===== src/rtl/mem_byte_ctrl_if.sv =====
// Bus bundle between the byte memory controller, its two requesters (IF, LSB) and the RAM/IO port.
// slave = controller view, master = requester/RAM view.
interface mem_byte_ctrl_if #(
    parameter int unsigned ADDR_W = 32
);
    logic              if_req;
    logic [ADDR_W-1:0] if_addr;
    logic              if_valid;
    logic [7:0]        if_data;

    logic              ls_req;
    logic              ls_wr;
    logic [ADDR_W-1:0] ls_addr;
    logic [7:0]        ls_wdata;
    logic              ls_valid;
    logic [7:0]        ls_rdata;

    logic [7:0]        ram_din;
    logic [7:0]        ram_dout;
    logic [ADDR_W-1:0] ram_a;
    logic              ram_wr;
    logic              io_buffer_full;

    modport slave (
        input  if_req, if_addr, ls_req, ls_wr, ls_addr, ls_wdata, ram_din, io_buffer_full,
        output if_valid, if_data, ls_valid, ls_rdata, ram_dout, ram_a, ram_wr
    );

    modport master (
        output if_req, if_addr, ls_req, ls_wr, ls_addr, ls_wdata, ram_din, io_buffer_full,
        input  if_valid, if_data, ls_valid, ls_rdata, ram_dout, ram_a, ram_wr
    );
endinterface


===== src/rtl/mem_byte_ctrl.sv =====
// Byte-serial memory controller: arbitrates IF reads and LSB reads/writes onto one RAM/IO bus.
// Optional MEM_BYTE_CTRL_RR_EN selects round-robin arbitration; default is fixed LS-over-IF priority.
module mem_byte_ctrl #(
    parameter int unsigned ADDR_W  = 32,
    parameter int unsigned RAM_LAT = 1
) (
    input  logic           clk_in,
    input  logic           rst_in,
    input  logic           rdy_in,
    mem_byte_ctrl_if.slave bus
);
    localparam int unsigned CNT_W  = 2;
    localparam int unsigned DATA_W = 8;

    typedef enum logic [1:0] {
        S_IDLE  = 2'd0,
        S_ISSUE = 2'd1,
        S_WAIT  = 2'd2,
        S_DONE  = 2'd3
    } state_t;

    state_t              state_q, state_d;
    logic [CNT_W-1:0]    cnt_q, cnt_d;
    logic                port_ls_q, port_ls_d;
    logic [ADDR_W-1:0]   ram_a_q, ram_a_d;
    logic [DATA_W-1:0]   ram_dout_q, ram_dout_d;
    logic                ram_wr_q, ram_wr_d;
    logic                if_valid_q, if_valid_d;
    logic [DATA_W-1:0]   if_data_q, if_data_d;
    logic                ls_valid_q, ls_valid_d;
    logic [DATA_W-1:0]   ls_rdata_q, ls_rdata_d;

    logic                io_blocked_c;
    logic                ls_elig_c;
    logic                grant_ls_c;
    logic                grant_if_c;

    // An IO write cannot be taken while the IO output buffer is full.
    assign io_blocked_c = bus.ls_wr && (bus.ls_addr[17:16] == 2'b11) && bus.io_buffer_full;
    assign ls_elig_c    = bus.ls_req && !io_blocked_c;

`ifdef MEM_BYTE_CTRL_RR_EN
    logic last_ls_q, last_ls_d;

    // On a tie, the port not granted last time wins.
    always_comb begin
        grant_ls_c = ls_elig_c && !(bus.if_req && last_ls_q);
        last_ls_d  = last_ls_q;
        if (state_q == S_IDLE && (grant_ls_c || grant_if_c)) begin
            last_ls_d = grant_ls_c;
        end
    end
`else
    always_comb begin
        grant_ls_c = ls_elig_c;
    end
`endif

    assign grant_if_c = bus.if_req && !grant_ls_c;

    always_comb begin
        state_d    = state_q;
        cnt_d      = cnt_q;
        port_ls_d  = port_ls_q;
        ram_a_d    = ram_a_q;
        ram_dout_d = ram_dout_q;
        ram_wr_d   = ram_wr_q;
        if_valid_d = if_valid_q;
        if_data_d  = if_data_q;
        ls_valid_d = ls_valid_q;
        ls_rdata_d = ls_rdata_q;

        unique case (state_q)
            S_IDLE: begin
                if (grant_ls_c) begin
                    port_ls_d  = 1'b1;
                    ram_a_d    = bus.ls_addr;
                    ram_dout_d = bus.ls_wdata;
                    ram_wr_d   = bus.ls_wr;
                    state_d    = S_ISSUE;
                end else if (grant_if_c) begin
                    port_ls_d  = 1'b0;
                    ram_a_d    = bus.if_addr;
                    ram_wr_d   = 1'b0;
                    state_d    = S_ISSUE;
                end
            end
            S_ISSUE: begin
                ram_wr_d = 1'b0;
                if (ram_wr_q) begin
                    ls_valid_d = 1'b1;
                    state_d    = S_DONE;
                end else begin
                    cnt_d   = CNT_W'(RAM_LAT - 1);
                    state_d = S_WAIT;
                end
            end
            S_WAIT: begin
                if (cnt_q == '0) begin
                    if (port_ls_q) begin
                        ls_rdata_d = bus.ram_din;
                        ls_valid_d = 1'b1;
                    end else begin
                        if_data_d  = bus.ram_din;
                        if_valid_d = 1'b1;
                    end
                    state_d = S_DONE;
                end else begin
                    cnt_d = cnt_q - CNT_W'(1);
                end
            end
            S_DONE: begin
                if_valid_d = 1'b0;
                ls_valid_d = 1'b0;
                state_d    = S_IDLE;
            end
            default: state_d = S_IDLE;
        endcase
    end

    // rdy_in low freezes every register, valid pulses included.
    always_ff @(posedge clk_in or negedge rst_in) begin
        if (!rst_in) begin
            state_q    <= S_IDLE;
            cnt_q      <= '0;
            port_ls_q  <= 1'b0;
            ram_a_q    <= '0;
            ram_dout_q <= '0;
            ram_wr_q   <= 1'b0;
            if_valid_q <= 1'b0;
            if_data_q  <= '0;
            ls_valid_q <= 1'b0;
            ls_rdata_q <= '0;
`ifdef MEM_BYTE_CTRL_RR_EN
            last_ls_q  <= 1'b0;
`endif
        end else if (rdy_in) begin
            state_q    <= state_d;
            cnt_q      <= cnt_d;
            port_ls_q  <= port_ls_d;
            ram_a_q    <= ram_a_d;
            ram_dout_q <= ram_dout_d;
            ram_wr_q   <= ram_wr_d;
            if_valid_q <= if_valid_d;
            if_data_q  <= if_data_d;
            ls_valid_q <= ls_valid_d;
            ls_rdata_q <= ls_rdata_d;
`ifdef MEM_BYTE_CTRL_RR_EN
            last_ls_q  <= last_ls_d;
`endif
        end
    end

    assign bus.ram_a    = ram_a_q;
    assign bus.ram_dout = ram_dout_q;
    assign bus.ram_wr   = ram_wr_q;
    assign bus.if_valid = if_valid_q;
    assign bus.if_data  = if_data_q;
    assign bus.ls_valid = ls_valid_q;
    assign bus.ls_rdata = ls_rdata_q;
endmodule


===== src/flat_wrapper.sv =====
// flat-port wrapper written by rule: the top's interface ports become plain ports
module mem_byte_ctrl_flat 
#(
    parameter int unsigned ADDR_W  = 32,
    parameter int unsigned RAM_LAT = 1
)
  (clk_in, rst_in, rdy_in, bus_if_req, bus_if_addr, bus_ls_req, bus_ls_wr, bus_ls_addr, bus_ls_wdata, bus_ram_din, bus_io_buffer_full, bus_if_valid, bus_if_data, bus_ls_valid, bus_ls_rdata, bus_ram_dout, bus_ram_a, bus_ram_wr);
  mem_byte_ctrl_if #(.ADDR_W(ADDR_W)) bus_i ();
  input  logic clk_in;
  input  logic rst_in;
  input  logic rdy_in;
  input wire logic [$bits(bus_i.if_req)-1:0] bus_if_req;
  input wire logic [$bits(bus_i.if_addr)-1:0] bus_if_addr;
  input wire logic [$bits(bus_i.ls_req)-1:0] bus_ls_req;
  input wire logic [$bits(bus_i.ls_wr)-1:0] bus_ls_wr;
  input wire logic [$bits(bus_i.ls_addr)-1:0] bus_ls_addr;
  input wire logic [$bits(bus_i.ls_wdata)-1:0] bus_ls_wdata;
  input wire logic [$bits(bus_i.ram_din)-1:0] bus_ram_din;
  input wire logic [$bits(bus_i.io_buffer_full)-1:0] bus_io_buffer_full;
  output wire logic [$bits(bus_i.if_valid)-1:0] bus_if_valid;
  output wire logic [$bits(bus_i.if_data)-1:0] bus_if_data;
  output wire logic [$bits(bus_i.ls_valid)-1:0] bus_ls_valid;
  output wire logic [$bits(bus_i.ls_rdata)-1:0] bus_ls_rdata;
  output wire logic [$bits(bus_i.ram_dout)-1:0] bus_ram_dout;
  output wire logic [$bits(bus_i.ram_a)-1:0] bus_ram_a;
  output wire logic [$bits(bus_i.ram_wr)-1:0] bus_ram_wr;
  assign bus_i.if_req = bus_if_req;
  assign bus_i.if_addr = bus_if_addr;
  assign bus_i.ls_req = bus_ls_req;
  assign bus_i.ls_wr = bus_ls_wr;
  assign bus_i.ls_addr = bus_ls_addr;
  assign bus_i.ls_wdata = bus_ls_wdata;
  assign bus_i.ram_din = bus_ram_din;
  assign bus_i.io_buffer_full = bus_io_buffer_full;
  assign bus_if_valid = bus_i.if_valid;
  assign bus_if_data = bus_i.if_data;
  assign bus_ls_valid = bus_i.ls_valid;
  assign bus_ls_rdata = bus_i.ls_rdata;
  assign bus_ram_dout = bus_i.ram_dout;
  assign bus_ram_a = bus_i.ram_a;
  assign bus_ram_wr = bus_i.ram_wr;
  mem_byte_ctrl #(.ADDR_W(ADDR_W), .RAM_LAT(RAM_LAT)) u_core (.clk_in(clk_in), .rst_in(rst_in), .rdy_in(rdy_in), .bus(bus_i));
endmodule

===== config.mk =====
export PLATFORM = sky130hd
export DESIGN_NAME = mem_byte_ctrl_flat
export DESIGN_NICKNAME = d
export VERILOG_FILES = /design/src/rtl/mem_byte_ctrl_if.sv /design/src/rtl/mem_byte_ctrl.sv /design/src/flat_wrapper.sv
export SDC_FILE = /design/constraint.sdc
export NUM_CORES = 1
export LEC_CHECK = 0
export BUFFER_PORTS_ARGS = -buffer_cell sky130_fd_sc_hd__buf_2
export CAP_MARGIN = 20
export CORE_MARGIN = 3
export CORE_UTILIZATION = 51
export DETAILED_ROUTE_END_ITERATION = 8
export PLACE_DENSITY = 0.92
export SLEW_MARGIN = 15
export SYNTH_ARGS = -nofsm -noshare
export SYNTH_HDL_FRONTEND = slang
export SYNTH_SLANG_ARGS = --single-unit

===== constraint.sdc =====
create_clock -name clk_in -period 2.5 [get_ports clk_in]
set_input_delay 0.5 -clock clk_in [delete_from_list [all_inputs] [get_ports clk_in]]
set_output_delay 0.5 -clock clk_in [all_outputs]
set_load 0.05 [all_outputs]

==> impl_metrics.prom <==
# TYPE chip_impl_metric gauge
chip_impl_info{name="status",value="finished, final reports clean"} 1
chip_impl_metric{name="critPathMaxStageDelay",unit="ps"} 430
chip_impl_metric{name="floorplan.rows",unit=""} 28
chip_impl_metric{name="io_pins",unit=""} 146
chip_impl_metric{name="post_cts_resize_count",unit=""} 0
chip_impl_metric{name="globalplace.congestion",unit=""} 0.801
chip_impl_metric{name="route.detailed.drc",unit=""} 0
chip_impl_info{name="ctsRootBufferMaster",value="sky130_fd_sc_hd__clkbuf_8"} 1
chip_impl_metric{name="areaGrowthSynthToFinish",unit="%"} 27.8
chip_impl_metric{name="synth_compound_area_share",unit="%"} 16.5
chip_impl_metric{name="post_synth_num_cell_types",unit=""} 31
chip_impl_metric{name="seq_area",unit="um2"} 1600
chip_impl_info{name="layout_commonest_cell",value="sky130_fd_sc_hd__buf_2"} 1
chip_impl_metric{name="vias_in_the_first_global_route",unit=""} 2663
chip_impl_metric{name="dieHeight",unit="um"} 87.1
chip_impl_metric{name="clkTransAtPathRegs",unit="ps"} 80
chip_impl_metric{name="finish.utilization",unit="%"} 69.9
chip_impl_metric{name="synthAdderAreaFrac",unit="%"} 2.24
chip_impl_metric{name="via_count_of_the_routed_design",unit=""} 2520
chip_impl_info{name="grt_setup_unrepaired",value="false"} 1
chip_impl_metric{name="core",unit="um2"} 6130
chip_impl_metric{name="synthesis.yosys.warnings",unit=""} 0
chip_impl_metric{name="synthCells",unit=""} 256
chip_impl_info{name="worst_hold_path_type",value="primary input to async pin"} 1
chip_impl_metric{name="floorplan.initialDensity",unit="%"} 54.7
chip_impl_metric{name="cts-root-to-sink-buffers",unit=""} 2
chip_impl_metric{name="sequential_to_total_area_share_from_yosys_stat",unit="%"} 47.8
chip_impl_metric{name="synth_area",unit="um2"} 3350
chip_impl_metric{name="ant_nets",unit=""} 0
chip_impl_metric{name="number_of_detailed_route_iterations_in_the_first_pass",unit=""} 4
chip_impl_metric{name="timing.critical_path.required",unit="ps"} 2760
chip_impl_metric{name="timing_worst_slew_pin_value",unit="ps"} 574
chip_impl_metric{name="grt_start_max_net_pins",unit=""} 41
chip_impl_info{name="synth_top_family_by_area",value="multiplexers"} 1
chip_impl_metric{name="final_min_period_over_clock_period",unit="%"} 82.7
chip_impl_metric{name="final-setup-viol-count",unit=""} 0
chip_impl_metric{name="routed_wirelength",unit="um"} 7950
chip_impl_metric{name="crit_path_max_fo",unit=""} 18
chip_impl_metric{name="worst_skew_pair.late_latency",unit="ps"} 330
chip_impl_metric{name="htree_num_levels",unit=""} 3
chip_impl_metric{name="grt_antenna_before_repair",unit=""} 0
chip_impl_metric{name="power.static_leakage",unit="nW"} 2.11
chip_impl_metric{name="route.detailed.vias_per_inst",unit=""} 5.22
chip_impl_info{name="tritoncts",value="yes"} 1
chip_impl_metric{name="cts_made_buffers",unit=""} 9
chip_impl_metric{name="clock-skew-final",unit="ps"} 8.05
chip_impl_metric{name="wire_per_inst",unit="um"} 16.5
chip_impl_info{name="path_cells",value="inv_1 > ha_1 > and2_2 > nand3_4 > nand2_4 > buf_4 > a2bb2oi_2"} 1
chip_impl_metric{name="dp.final_hpwl",unit="um"} 6100
chip_impl_info{name="synth.area.top_cells",value="sky130_fd_sc_hd__dfrtp_1 (48%), sky130_fd_sc_hd__a2bb2oi_2 (13%), sky130_fd_sc_hd__mux2i_1 (9.3%), sky130_fd_sc_hd__mux2_2 (8.4%), sky130_fd_sc_hd__nand2b_1 (6.0%)"} 1
chip_impl_metric{name="synth_top_cell_area_share",unit="%"} 47.8
chip_impl_metric{name="clock.fmax",unit="GHz"} 0.484
chip_impl_metric{name="globalRouteOverflowTotal",unit=""} 0
chip_impl_metric{name="drive_gt1_share",unit="%"} 55.9
chip_impl_metric{name="report.final.slew_viol_count",unit=""} 0
chip_impl_metric{name="finalHoldViolCount",unit=""} 0
chip_impl_metric{name="synth-xor-area-share",unit="%"} 0
chip_impl_metric{name="finalWorstPathRequiredPeriod",unit="ps"} 2070
chip_impl_metric{name="clkSinkCount",unit=""} 64
chip_impl_metric{name="die_area",unit="um2"} 7580
chip_impl_metric{name="synth_area_per_cell",unit="um2"} 13.1
chip_impl_metric{name="simple_gate_area_share_of_the_yosys_netlist",unit="%"} 10.1
chip_impl_info{name="synth_top_cell_by_area",value="sky130_fd_sc_hd__dfrtp_1"} 1
chip_impl_metric{name="ctsHoldBuffers",unit=""} 0
chip_impl_info{name="critPathKind",value="register to register"} 1
chip_impl_metric{name="post_layout_nets",unit=""} 496
chip_impl_metric{name="wire_length_of_the_first_global_routing_pass",unit="um"} 12800
chip_impl_metric{name="power-per-cell-area",unit="nW/um2"} 1420
chip_impl_metric{name="cts_setup_buffers",unit=""} 0
chip_impl_metric{name="worst_slew_margin_rel",unit="%"} 61.7
chip_impl_metric{name="max_cap_violations",unit=""} 0
chip_impl_info{name="crit_path_end_kind",value="register"} 1
chip_impl_metric{name="mux_cell_area_share_after_synthesis",unit="%"} 18.5
chip_impl_metric{name="worst_ep_arrival_time",unit="ps"} 2320
chip_impl_metric{name="fillers",unit=""} 441
chip_impl_info{name="crit_path_top_delay_cell",value="sky130_fd_sc_hd__dfrtp_1"} 1
chip_impl_metric{name="die_x",unit="um"} 87.1
chip_impl_metric{name="drt_first_iter_violations",unit=""} 114
chip_impl_metric{name="antenna-diode-count",unit=""} 0
chip_impl_metric{name="groute.usage.overall",unit="%"} 22.2
chip_impl_metric{name="fin_setup_tns",unit="ps"} 0
chip_impl_info{name="critical_path.startpoint_type",value="register"} 1
chip_impl_metric{name="syn_nets",unit=""} 349
chip_impl_metric{name="yosys_register_bits",unit=""} 64
chip_impl_info{name="final_cell_mix",value="sky130_fd_sc_hd__buf_2 (145), sky130_fd_sc_hd__dfrtp_1 (64), sky130_fd_sc_hd__nand2b_1 (32), sky130_fd_sc_hd__mux2i_1 (31), sky130_fd_sc_hd__a2bb2oi_2 (30)"} 1
chip_impl_metric{name="vdd_ir_drop_max",unit="mV"} 1.06
chip_impl_metric{name="multi_input_area",unit="um2"} 1590
chip_impl_metric{name="port_buffers",unit=""} 145
## area by class of cell
| cell class | instances | share of cell area, % |
|---|---|---|
| Clock buffer | 9 | 2.89 |
| Clock inverter | 7 | 1.11 |
| Inverter | 9 | 0.788 |
| Multi-Input combinational cell | 168 | 37.1 |
| Sequential cell | 64 | 37.4 |
| Tap cell | 75 | 2.19 |
| Timing Repair Buffer | 151 | 18.6 |
## registers in the layout (all words and copies together), names as in the netlist
name,flops
u_core.bus.if_data,8
u_core.bus.if_valid,1
u_core.bus.ls_rdata,8
u_core.bus.ls_valid,1
u_core.bus.ram_a,32
u_core.bus.ram_dout,8
u_core.bus.ram_wr,1
u_core.cnt_q,2
u_core.port_ls_q,1
u_core.state_q,2
## routing by layer
layer | vias up | part of all wire (%) | GRT usage [%]
li1 | 1205 | - | -
met1 | 1220 | 40 | 26.9
met2 | 88 | 52 | 38.6
met3 | 7 | 6.6 | 4.64
met4 | 0 | 1.5 | 8.22
met5 | - | 0 | 0
## per-stage QoR
| stage | worst slack (ps) | hold WS (ps) | cell area (um2) | total power [mW] | std cells |
|---|---|---|---|---|---|
| 2_1_floorplan | 886 | 204 | 3350 | 4.56 | 256 |
| 3_3_place_gp | 518 | 464 | 4120 | 5.25 | 467 |
| 3_5_place_dp | 455 | 489 | 4120 | 5.36 | 467 |
| 4_1_cts | 437 | 164 | 4290 | 6.14 | 483 |
| 5_1_grt | 301 | 195 | 4290 | 6.39 | 483 |
| 6_report | 434 | 158 | 4290 | 6.09 | 483 |
## worst paths after layout
kind | start | to | slack [ps] | cells after the start
max | u_core.state_q[0]$_DFFE_PN0P_ | u_core.bus.ram_a[19]$_DFFE_PN0P_ | 430 | 7
min | rst_in | u_core.bus.ls_rdata[2]$_DFFE_PN0P_ | 160 | 1
max reg2reg | u_core.state_q[0]$_DFFE_PN0P_ | u_core.bus.ram_a[19]$_DFFE_PN0P_ | 430 | 7
min reg2reg | u_core.bus.if_data[4]$_DFFE_PN0P_ | u_core.bus.if_data[4]$_DFFE_PN0P_ | 500 | 1
max in group asynchronous | rst_in | u_core.bus.ram_a[21]$_DFFE_PN0P_ | 1730 | 2
min in group clk_in | bus_ls_wdata[1] | u_core.bus.ram_dout[1]$_DFFE_PN0P_ | 400 | 2
## cell families after synthesis
group / after synthesis
fa+ha+maj: 6
buf+inv: 24
flops: 64
compound gates: 48
simple gates: 56
mux: 58
## cell usage after synthesis (all sizes together)
master,n
dfrtp,64
nand2b,32
mux2i,31
a2bb2oi,30
mux2,27
nand2,10
inv,9
buf,8
a21oi,7
clkbuf,7
ha,6
o21ai,6
nand3,4
nand4,3
nor2,2
a22oi,1
a31oi,1
and2,1
and3,1
nand4b,1
nor3,1
nor3b,1
o22ai,1
o31a,1
o31ai,1
## power breakdown
part | leakage [nW] | switching (mW) | internal [mW] | total [mW]
combinational | 1.29 | 2.37 | 1.10 | 3.48
sequential | 0.734 | 0.315 | 1.53 | 1.84
clock | 0.0854 | 0.410 | 0.359 | 0.769
total | 2.11 | 3.10 | 2.99 | 6.09
## worst max-delay path, delay by kind of cell (launching register included)
| family | cells | cell delay [ps] |
|---|---|---|
| DFF | 1 | 430 |
| AOI/OAI and AO/OA | 1 | 160 |
| buffers and inverters | 2 | 510 |
| adders and majority gates | 1 | 200 |
| and+or+nand+nor | 3 | 700 |
(Power assumes the default switching activity.)
